$ cat src/rtl/wb_copy_pkg.sv
// Shared types and constants for the Wishbone block-copy initiator.
package wb_copy_pkg;

  typedef enum logic [2:0] {
    ST_IDLE,
    ST_RD,
    ST_RD_GAP,
    ST_WR,
    ST_WR_GAP,
    ST_FIN
  } state_t;

  localparam logic [1:0] ERR_OK      = 2'd0;
  localparam logic [1:0] ERR_TIMEOUT = 2'd1;
  localparam logic [1:0] ERR_ABORT   = 2'd2;
  localparam logic [1:0] ERR_ALIGN   = 2'd3;

  localparam logic [3:0]  SEL_ALL    = 4'hF;
  localparam logic [31:0] WORD_BYTES = 32'd4;

  function automatic logic is_word_aligned(input logic [31:0] addr);
    return addr[1:0] == 2'b00;
  endfunction

endpackage

$ cat src/rtl/wb_copy_timeout.sv
// Per-transaction wait counter; expired fires on the TIMEOUT-th cycle of a
// strobe so the bus can drop on the following cycle.
module wb_copy_timeout #(
  parameter int TO_W    = 8,
  parameter int TIMEOUT = 255
) (
  input  logic clk,
  input  logic rst,
  input  logic clr,
  input  logic en,
  output logic expired
);

  localparam logic [TO_W-1:0] LAST = TO_W'(TIMEOUT - 1);

  logic [TO_W-1:0] cnt_reg;

  always_ff @(posedge clk) begin
    if (rst || clr) begin
      cnt_reg <= '0;
    end else if (en) begin
      cnt_reg <= cnt_reg + 1'b1;
    end
  end

  assign expired = en && (cnt_reg == LAST);

endmodule

$ cat src/rtl/wb_copy_master.sv
// Wishbone classic initiator copying cfg_len words from cfg_src to cfg_dst,
// one read then one write per word, with an idle bus cycle between transactions.
module wb_copy_master
  import wb_copy_pkg::*;
#(
  parameter int LEN_W   = 16,
  parameter int TIMEOUT = 255,
  parameter int TO_W    = 8
) (
  input  logic             clk,
  input  logic             rst,
  input  logic             cfg_start,
  input  logic             cfg_abort,
  input  logic [31:0]      cfg_src,
  input  logic [31:0]      cfg_dst,
  input  logic [LEN_W-1:0] cfg_len,
  output logic             sts_busy,
  output logic             sts_done,
  output logic [1:0]       sts_err,
  output logic [LEN_W-1:0] sts_count,
  output logic             wbm_cyc_o,
  output logic             wbm_stb_o,
  output logic             wbm_we_o,
  output logic [3:0]       wbm_sel_o,
  output logic [31:0]      wbm_adr_o,
  output logic [31:0]      wbm_dat_o,
  input  logic [31:0]      wbm_dat_i,
  input  logic             wbm_ack_i
);

  state_t           state_reg, state_next;
  logic [31:0]      src_reg, src_next;
  logic [31:0]      dst_reg, dst_next;
  logic [LEN_W-1:0] len_reg, len_next;
  logic [LEN_W-1:0] count_reg, count_next;
  logic [31:0]      data_reg, data_next;
  logic [1:0]       err_reg, err_next;
  logic             done_reg, done_next;
  logic             busy_reg, busy_next;
  logic             cyc_reg, cyc_next;
  logic             we_reg, we_next;
  logic [3:0]       sel_reg, sel_next;
  logic [31:0]      adr_reg, adr_next;
  logic [31:0]      dat_o_reg, dat_o_next;

  logic             waiting;
  logic             to_expired;
  logic [LEN_W-1:0] count_inc;

  assign waiting   = (state_reg == ST_RD) || (state_reg == ST_WR);
  assign count_inc = count_reg + LEN_W'(1);

  // Counter is held clear outside RD/WR, so every strobe starts from zero.
  wb_copy_timeout #(
    .TO_W    (TO_W),
    .TIMEOUT (TIMEOUT)
  ) u_timeout (
    .clk     (clk),
    .rst     (rst),
    .clr     (!waiting),
    .en      (waiting),
    .expired (to_expired)
  );

  always_ff @(posedge clk) begin
    if (rst) begin
      state_reg <= ST_IDLE;
      src_reg   <= '0;
      dst_reg   <= '0;
      len_reg   <= '0;
      count_reg <= '0;
      data_reg  <= '0;
      err_reg   <= ERR_OK;
      done_reg  <= 1'b0;
      busy_reg  <= 1'b0;
      cyc_reg   <= 1'b0;
      we_reg    <= 1'b0;
      sel_reg   <= '0;
      adr_reg   <= '0;
      dat_o_reg <= '0;
    end else begin
      state_reg <= state_next;
      src_reg   <= src_next;
      dst_reg   <= dst_next;
      len_reg   <= len_next;
      count_reg <= count_next;
      data_reg  <= data_next;
      err_reg   <= err_next;
      done_reg  <= done_next;
      busy_reg  <= busy_next;
      cyc_reg   <= cyc_next;
      we_reg    <= we_next;
      sel_reg   <= sel_next;
      adr_reg   <= adr_next;
      dat_o_reg <= dat_o_next;
    end
  end

  always_comb begin
    state_next = state_reg;
    src_next   = src_reg;
    dst_next   = dst_reg;
    len_next   = len_reg;
    count_next = count_reg;
    data_next  = data_reg;
    err_next   = err_reg;
    done_next  = 1'b0;
    cyc_next   = cyc_reg;
    we_next    = we_reg;
    sel_next   = sel_reg;
    adr_next   = adr_reg;
    dat_o_next = dat_o_reg;

    // Abort beats timeout beats ack; FIN is already on its way out.
    if (state_reg != ST_IDLE && state_reg != ST_FIN && cfg_abort) begin
      err_next   = ERR_ABORT;
      state_next = ST_FIN;
      cyc_next   = 1'b0;
      we_next    = 1'b0;
      sel_next   = '0;
    end else if (waiting && to_expired) begin
      err_next   = ERR_TIMEOUT;
      state_next = ST_FIN;
      cyc_next   = 1'b0;
      we_next    = 1'b0;
      sel_next   = '0;
    end else begin
      case (state_reg)
        ST_IDLE: begin
          if (cfg_start) begin
            if (!is_word_aligned(cfg_src) || !is_word_aligned(cfg_dst)) begin
              err_next  = ERR_ALIGN;
              done_next = 1'b1;
            end else if (cfg_len == '0) begin
              err_next  = ERR_OK;
              done_next = 1'b1;
            end else begin
              src_next   = cfg_src;
              dst_next   = cfg_dst;
              len_next   = cfg_len;
              count_next = '0;
              err_next   = ERR_OK;
              state_next = ST_RD;
              cyc_next   = 1'b1;
              we_next    = 1'b0;
              sel_next   = '0;
              adr_next   = cfg_src;
            end
          end
        end
        ST_RD: begin
          if (wbm_ack_i) begin
            data_next  = wbm_dat_i;
            cyc_next   = 1'b0;
            state_next = ST_RD_GAP;
          end
        end
        ST_RD_GAP: begin
          state_next = ST_WR;
          cyc_next   = 1'b1;
          we_next    = 1'b1;
          sel_next   = SEL_ALL;
          adr_next   = dst_reg;
          dat_o_next = data_reg;
        end
        ST_WR: begin
          if (wbm_ack_i) begin
            count_next = count_inc;
            src_next   = src_reg + WORD_BYTES;
            dst_next   = dst_reg + WORD_BYTES;
            cyc_next   = 1'b0;
            we_next    = 1'b0;
            sel_next   = '0;
            state_next = (count_inc == len_reg) ? ST_FIN : ST_WR_GAP;
          end
        end
        ST_WR_GAP: begin
          state_next = ST_RD;
          cyc_next   = 1'b1;
          we_next    = 1'b0;
          sel_next   = '0;
          adr_next   = src_reg;
        end
        ST_FIN: begin
          state_next = ST_IDLE;
        end
        default: begin
          state_next = ST_IDLE;
          cyc_next   = 1'b0;
          we_next    = 1'b0;
          sel_next   = '0;
        end
      endcase
    end

    if (state_next == ST_FIN) begin
      done_next = 1'b1;
    end
  end

  assign busy_next = (state_next != ST_IDLE);

  assign sts_busy  = busy_reg;
  assign sts_done  = done_reg;
  assign sts_err   = err_reg;
  assign sts_count = count_reg;
  assign wbm_cyc_o = cyc_reg;
  assign wbm_stb_o = cyc_reg;
  assign wbm_we_o  = we_reg;
  assign wbm_sel_o = sel_reg;
  assign wbm_adr_o = adr_reg;
  assign wbm_dat_o = dat_o_reg;

endmodule

$ cat config.mk
export PLATFORM = sky130hd
export DESIGN_NAME = wb_copy_master
export DESIGN_NICKNAME = d
export VERILOG_FILES = /design/src/rtl/wb_copy_pkg.sv /design/src/rtl/wb_copy_timeout.sv /design/src/rtl/wb_copy_master.sv
export SDC_FILE = /design/constraint.sdc
export NUM_CORES = 1
export LEC_CHECK = 0
export ABC_AREA = 0
export BUFFER_PORTS_ARGS = -buffer_cell sky130_fd_sc_hd__buf_2
export CAP_MARGIN = 20
export CORE_MARGIN = 1
export CORE_UTILIZATION = 50
export CTS_BUF_LIST = sky130_fd_sc_hd__clkbuf_8 sky130_fd_sc_hd__clkbuf_16
export DETAILED_ROUTE_END_ITERATION = 8
export PLACE_DENSITY = 0.8
export SLEW_MARGIN = 0
export SYNTH_ARGS = -nofsm -noshare
export SYNTH_HDL_FRONTEND = slang
export SYNTH_SLANG_ARGS = --single-unit
$ cat constraint.sdc
create_clock -name clk -period 2 [get_ports clk]
set_input_delay 0.2 -clock clk [delete_from_list [all_inputs] [get_ports clk]]
set_output_delay 0.2 -clock clk [all_outputs]
set_load 0.05 [all_outputs]
==> metrics, run 1 <==
post-layout util 73.1%; Synthesized Nets 1,440; Crit path required time 2.41 ns; Clock Root Buffer clkbuf_16; CTS buffer count 23; average cell area after synthesis 7.83 um2; Final Cell Area 14,800 um2; Reg clk slew, reported paths 0.06 ns; total power draw 0.0156 W; fmax 419 MHz; critical path launch point type register; DR WL/cell 18.8 um; vias per cell 6.06; number of synthesized flops with an enable pin 0; Max clock buf depth 3; Initial Util 51.0%; worst hold-check path type primary input to register; Setup Skew 0.00964 ns; largest net degree at the start of global routing 66; synthesized cell area 10,300 um2; failing checks setup timing; RSZ-0062 raised after global routing yes; Area Growth Syn to Fin 43.4%; drt drc 0; Post-Place Worst Slack -0.174 ns; TritonCTS clock tree yes; post-synthesis sequential area ratio 40.6%; H-tree Lvls 1; Final setup viols 3; CP Capture Type register; die area 21,200 um2; Synthesis Warnings 0; Global Route Usage Sum 30.7%; Peak VDD IR 1.03 mV; total grt overflow 0; fin crit share 119%; setup slack, reg-to-reg -0.39 ns; Port Buffers 207; peak fanout along the critical path 11; die height 146 um; Max-Cap Viols 0; clk sinks 209; Final Max Tran Viols 0; critical path class register to register; GP Congestion 0.939; FFs w/ async S/R, synth 0%; Netlist cell types 65; Top FF cell, synth dfxtp_1; fill cell count 1,408; PD cells 1060 nW/um2; Layout Nets 1,788; Core Rows 52; Pleak 5.85 nW; setup slack after layout -0.388 ns; Via Count 11.8k; WL final 36,700 um; final hold violations 0; Cells after Synth 1,318; # IOs 208; Placeable Area 20,200 um2; vias in the first global route 10.9k; Post-DP HPWL 21,500 um; flops & latches, synth 209; Slew @ Worst Pin 0.617 ns; first-pass iteration count of the detailed router 6; Routed Antenna Nets 0; Post-DP Area 12,500 um2; Iter 0 DRT Violations 1,132; crit path time final 2.39 ns; later-pin clock latency in the skew report 0.51 ns; Fin Hold WS 0.0266 ns; Worst slew margin 58.5%; initial antenna violation count 1; share of layout cells above drive strength 1 29.3%; Arr. time, crit path 2.80 ns; first-pass GRT wire length 54,100 um; Die Span X 146 um; outcome finished, violations left
-- power breakdown --
part / leakage [nW] / switching (W) / internal [W]
clock: 0.422 / 0.00180 / 0.00290
sequential: 1.70 / 0.000507 / 0.00481
combinational: 3.72 / 0.00338 / 0.00223
-- critical path, cell delays in order (launching register included) --
cell     delay, ns
dfxtp_4       0.36
buf_4         0.15
nor2b_4       0.14
buf_4         0.15
and2_4        0.18
buf_12        0.16
buf_4         0.17
o21ai_0       0.50
a21oi_1       0.29
o21a_1        0.17
-- logic make-up (layout without fill, tap and decap cells) --
group	after synthesis	count (layout)	share of synthesized area [%]
adder cells (fa/ha/maj)	5	5	0.606
flip-flops	209	209	40.6
other	0	1	0
AO/OA/AOI/OAI	393	393	25.2
XOR/XNOR	23	23	1.95
buffers and inverters	122	486	5.21
multiplexers	18	18	1.75
AND/OR/NAND/NOR	548	548	24.7
-- area by class of cell --
class / instances / area (um2) / share of cell area, %
clock inverters: 15 / 204 / 1.38
multi-input cells: 987 / 5960 / 40.3
clock buffers: 26 / 628 / 4.25
inverters: 10 / 37.5 / 0.254
flip-flops and latches: 209 / 4210 / 28.5
diodes: 1 / 2.50 / 0.0169
well taps: 270 / 338 / 2.28
repair buffers: 435 / 3410 / 23.0
-- synthesized netlist by cell type (4+ instances only) --
cell | number | area [um2]
nand2_1 | 248 | 931
dfxtp_1 | 209 | 4180
a21oi_1 | 153 | 766
nor2_1 | 108 | 405
clkbuf_1 | 75 | 282
o21ai_0 | 56 | 280
a311oi_1 | 44 | 385
nand3_1 | 44 | 220
a211oi_1 | 35 | 263
a22oi_1 | 32 | 240
nor3_1 | 25 | 125
buf_2 | 24 | 120
nand2b_1 | 22 | 138
nand4_1 | 22 | 138
mux2i_1 | 18 | 180
nor4_1 | 13 | 81.3
or3_1 | 13 | 81.3
and4_1 | 12 | 105
xnor2_1 | 12 | 105
xor2_1 | 11 | 96.3
a31oi_1 | 10 | 62.6
inv_1 | 10 | 37.5
o21a_1 | 10 | 75.1
o22ai_1 | 10 | 62.6
o32ai_2 | 10 | 163
and2_1 | 8 | 50.1
nor2b_1 | 7 | 43.8
buf_4 | 5 | 37.5
ha_1 | 5 | 62.6
o31ai_1 | 5 | 37.5
buf_6 | 4 | 45.0
nor3b_1 | 4 | 30.0
or2_2 | 4 | 25.0
-- final timing paths --
kind / startpoint / endpoint / cells past startpoint
min: cfg_src[11] / wbm_adr_o[11] / 3
min reg2reg: data_reg[28] / wbm_dat_o[28] / 2
max reg2reg: state_reg[0] / dst_reg[19] / 9
max: state_reg[0] / dst_reg[19] / 9
-- cells in the final DEF (no fill, tap or decap), types with 13 or more instances in the layout --
master / count
a211oi_1: 33
nand3_1: 39
nand2b_1: 22
buf_12: 22
a311oi_2: 17
nand4_1: 22
mux2i_1: 18
nand2_1: 245
nor2_1: 104
a21oi_1: 148
nor3_1: 23
a22oi_1: 32
inv_1: 13
clkbuf_16: 31
buf_2: 201
dfxtp_1: 193
dlygate4sd3_1: 80
buf_4: 117
o21ai_0: 53
a311oi_1: 27
-- metrics by stage --
stage | TNS, ns | std cells
5_1_grt | -2.09 | 1953
2_1_floorplan | -0.0167 | 1318
3_5_place_dp | -5.37 | 1815
4_1_cts | 0 | 1936
3_3_place_gp | -2.17 | 1815
6_report | -0.423 | 1953
-- routing by layer --
layer  vias to the layer above  routed length, um  GRT usage (%)
met1                      5465              14100           38.9
li1                       5474                  -              -
met2                       731              17600           53.1
met5                         -                  0              0
met4                         0               1720           10.7
met3                       157               3270           4.55
-- repair_timing --
action	CTS	global route
setup buffers	0	12
endpoints found under the hold margin	83	0
gates resized for setup	7	75
endpoints found under the setup margin	45	130
gates cloned	0	9
hold buffers	80	0
pin swaps	0	21
No activity file was read; power rests on OpenSTA's default activity.
==> run 2, diff against run 1 <==
--- a/config.mk
+++ b/config.mk
@@ -7,3 +7,2 @@
 export LEC_CHECK = 0
-export ABC_AREA = 0
 export BUFFER_PORTS_ARGS = -buffer_cell sky130_fd_sc_hd__buf_2
==> constraint.sdc (replaced) <==
create_clock -name clk -period 2 [get_ports clk]
set_input_delay 0.4 -clock clk [delete_from_list [all_inputs] [get_ports clk]]
set_output_delay 0.4 -clock clk [all_outputs]
set_load 0.05 [all_outputs]
==> run 2 against run 1 <==
Combinational power is 8.7% lower. Via count is 5.8% lower. Critical path type unchanged. Global-route usage fell by 2.7 points. Sequential share of layout area up 2.3 points. Maximum frequency is 20% higher. Largest power group is now registers. Flip-flop and latch count did not move. Worst setup slack improved by 0.40 ns. The flow now finishes without violations. Sequential power hardly changed. Wire length is 10% lower. Die area is the same.
==> metrics, run 2 (synthesis gave the netlist of run 1 again) <==
GP Congestion 0.903 (-3.9%); Core Rows 52 (unchanged); Arr. time, crit path 2.38 ns (-0.42 ns); drt drc 0 (unchanged); H-tree Lvls 1 (unchanged); Port Buffers 207 (unchanged); critical path class register to register; share of layout cells above drive strength 1 29.7% (+0.46 points); Clock Root Buffer clkbuf_16; fmax 504 MHz (+20%); Placeable Area 20,200 um2 (unchanged); final hold violations 0 (unchanged); vias per cell 5.95 (-1.8%); die area 21,200 um2 (unchanged); Worst slew margin 65.9% (+7.4 points); first-pass GRT wire length 49,300 um (-8.8%); Global Route Usage Sum 28.0% (-2.7 points); Post-DP Area 12,500 um2 (-0.17%); DR WL/cell 17.6 um (-6.2%); Setup Skew 0.0225 ns (+0.0129 ns); RSZ-0062 raised after global routing yes; Post-DP HPWL 21,600 um (+0.25%); setup slack after layout 0.0153 ns (+0.403 ns); Final Cell Area 13,700 um2 (-7.5%); Die Span X 146 um (unchanged); total power draw 0.0150 W (-3.9%); Final setup viols 0 (-3); total grt overflow 0 (unchanged); crit path launch state_reg[0]; clk sinks 209 (unchanged); initial antenna violation count 2 (+1); largest net degree at the start of global routing 65 (-1.5%); Iter 0 DRT Violations 1,106 (-2.3%); post-layout util 67.7% (-5.4 points); most frequent cells in the layout nand2_1, buf_2, dfxtp_1; die height 146 um (unchanged); commonest non-fill, non-tap cell in the layout nand2_1; PD cells 1100 nW/um2 (+3.9%); hold wc startpoint wbm_dat_i[28]; Reg clk slew, reported paths 0.06 ns (about the same); CP Capture Type register; # IOs 208 (unchanged); fin crit share 99.2% (-20 points); Area Growth Syn to Fin 32.7%; worst hold-check path type primary input to register; Max-Cap Viols 0 (unchanged); Crit path required time 2.40 ns (about the same); Max clock buf depth 3 (unchanged); Layout Nets 1,706 (-4.6%); crit path time final 1.98 ns (-0.403 ns); WL final 33,000 um (-10%); Slew @ Worst Pin 0.512 ns (-0.105 ns); TritonCTS clock tree yes; Via Count 11.1k (-5.8%); Initial Util 51.0% (unchanged); CTS buffer count 24 (+4.3%); vias in the first global route 9,956 (-8.3%); critical path launch point type register; Peak VDD IR 0.711 mV (-31%); Post-CTS Hold Buffers 0 (-100%); first-pass iteration count of the detailed router 6 (unchanged); later-pin clock latency in the skew report 0.53 ns (+0.02 ns); Post-Place Worst Slack -0.306 ns (-0.132 ns); Routed Antenna Nets 0 (unchanged); outcome finished clean; Pleak 5.40 nW (-7.6%); Final Max Tran Viols 0 (unchanged); peak fanout along the critical path 9 (-2); Reg-to-Reg Start state_reg[0]
==> run 2: cell count changes in the layout (fill, tap and decap cells not counted), moves of 3 or more <==
cell / previous run / this run
nor2b_2: 0 / 3
buf_2: 201 / 206
buf_4: 117 / 114
and4_2: 0 / 3
nor4_4: 5 / 2
nor4_1: 8 / 12
and4_1: 12 / 9
a311oi_1: 27 / 40
clkbuf_8: 2 / 5
a311oi_2: 17 / 4
clkinv_2: 4 / 7
dlygate4sd3_1: 80 / 0
==> run 2: what timing repair did <==
item                                    CTS  global route
buffers inserted                          0            11
gates resized for setup                   4            33
endpoints found under the hold margin     0             0
endpoints found under the setup margin   22           109
pin swaps                                 0             6
cloned                                    0             8
==> run 2: cell type report <==
class	count	area (um2)
Sequential cell	209	4210
Tap cell	270	338
Fill cell	1608	6540
Clock buffer	29	669
Inverter	10	37.5
Multi-Input combinational cell	988	5780
Timing Repair Buffer	351	2490
Antenna cell	1	2.50
Clock inverter	15	164
==> run 2: layer usage <==
layer	up-vias	global-route usage [%]	wire, um
li1	5307	-	-
met1	5158	35.5	13300
met2	591	48.5	15900
met3	88	4.08	2820
met4	0	9.95	987
met5	-	0	0
==> run 2: per-stage QoR <==
stage	cells	hold slack, ns	setup TNS [ns]
after floorplan	1318	0.430	-0.490
after global placement	1809	0.436	-14.13
after detailed placement	1809	0.442	-21.03
after CTS	1853	0.0934	0
after global routing	1872	0.110	-1.56
final	1873	0.109	0
==> run 2: where the power goes <==
part | internal (W) | switching (W)
clock network | 0.00277 | 0.00179
logic | 0.00194 | 0.00318
registers | 0.00481 | 0.000521
total | 0.00952 | 0.00549
==> run 2: final timing paths <==
check,to,slack (ns),cells past startpoint
max,dst_reg[7],0.02,8
min,data_reg[28],0.11,3
max reg2reg,dst_reg[7],0.02,8
min reg2reg,wbm_dat_o[17],0.45,2
==> run 2: critical path: stages, from the launching register on <==
cell      delay [ns]
dfxtp_2         0.35
nor3_2          0.26
buf_4           0.17
nand2_1         0.08
o21a_1          0.17
or2_4           0.32
buf_4           0.20
a211oi_2        0.24
nor3_1          0.08
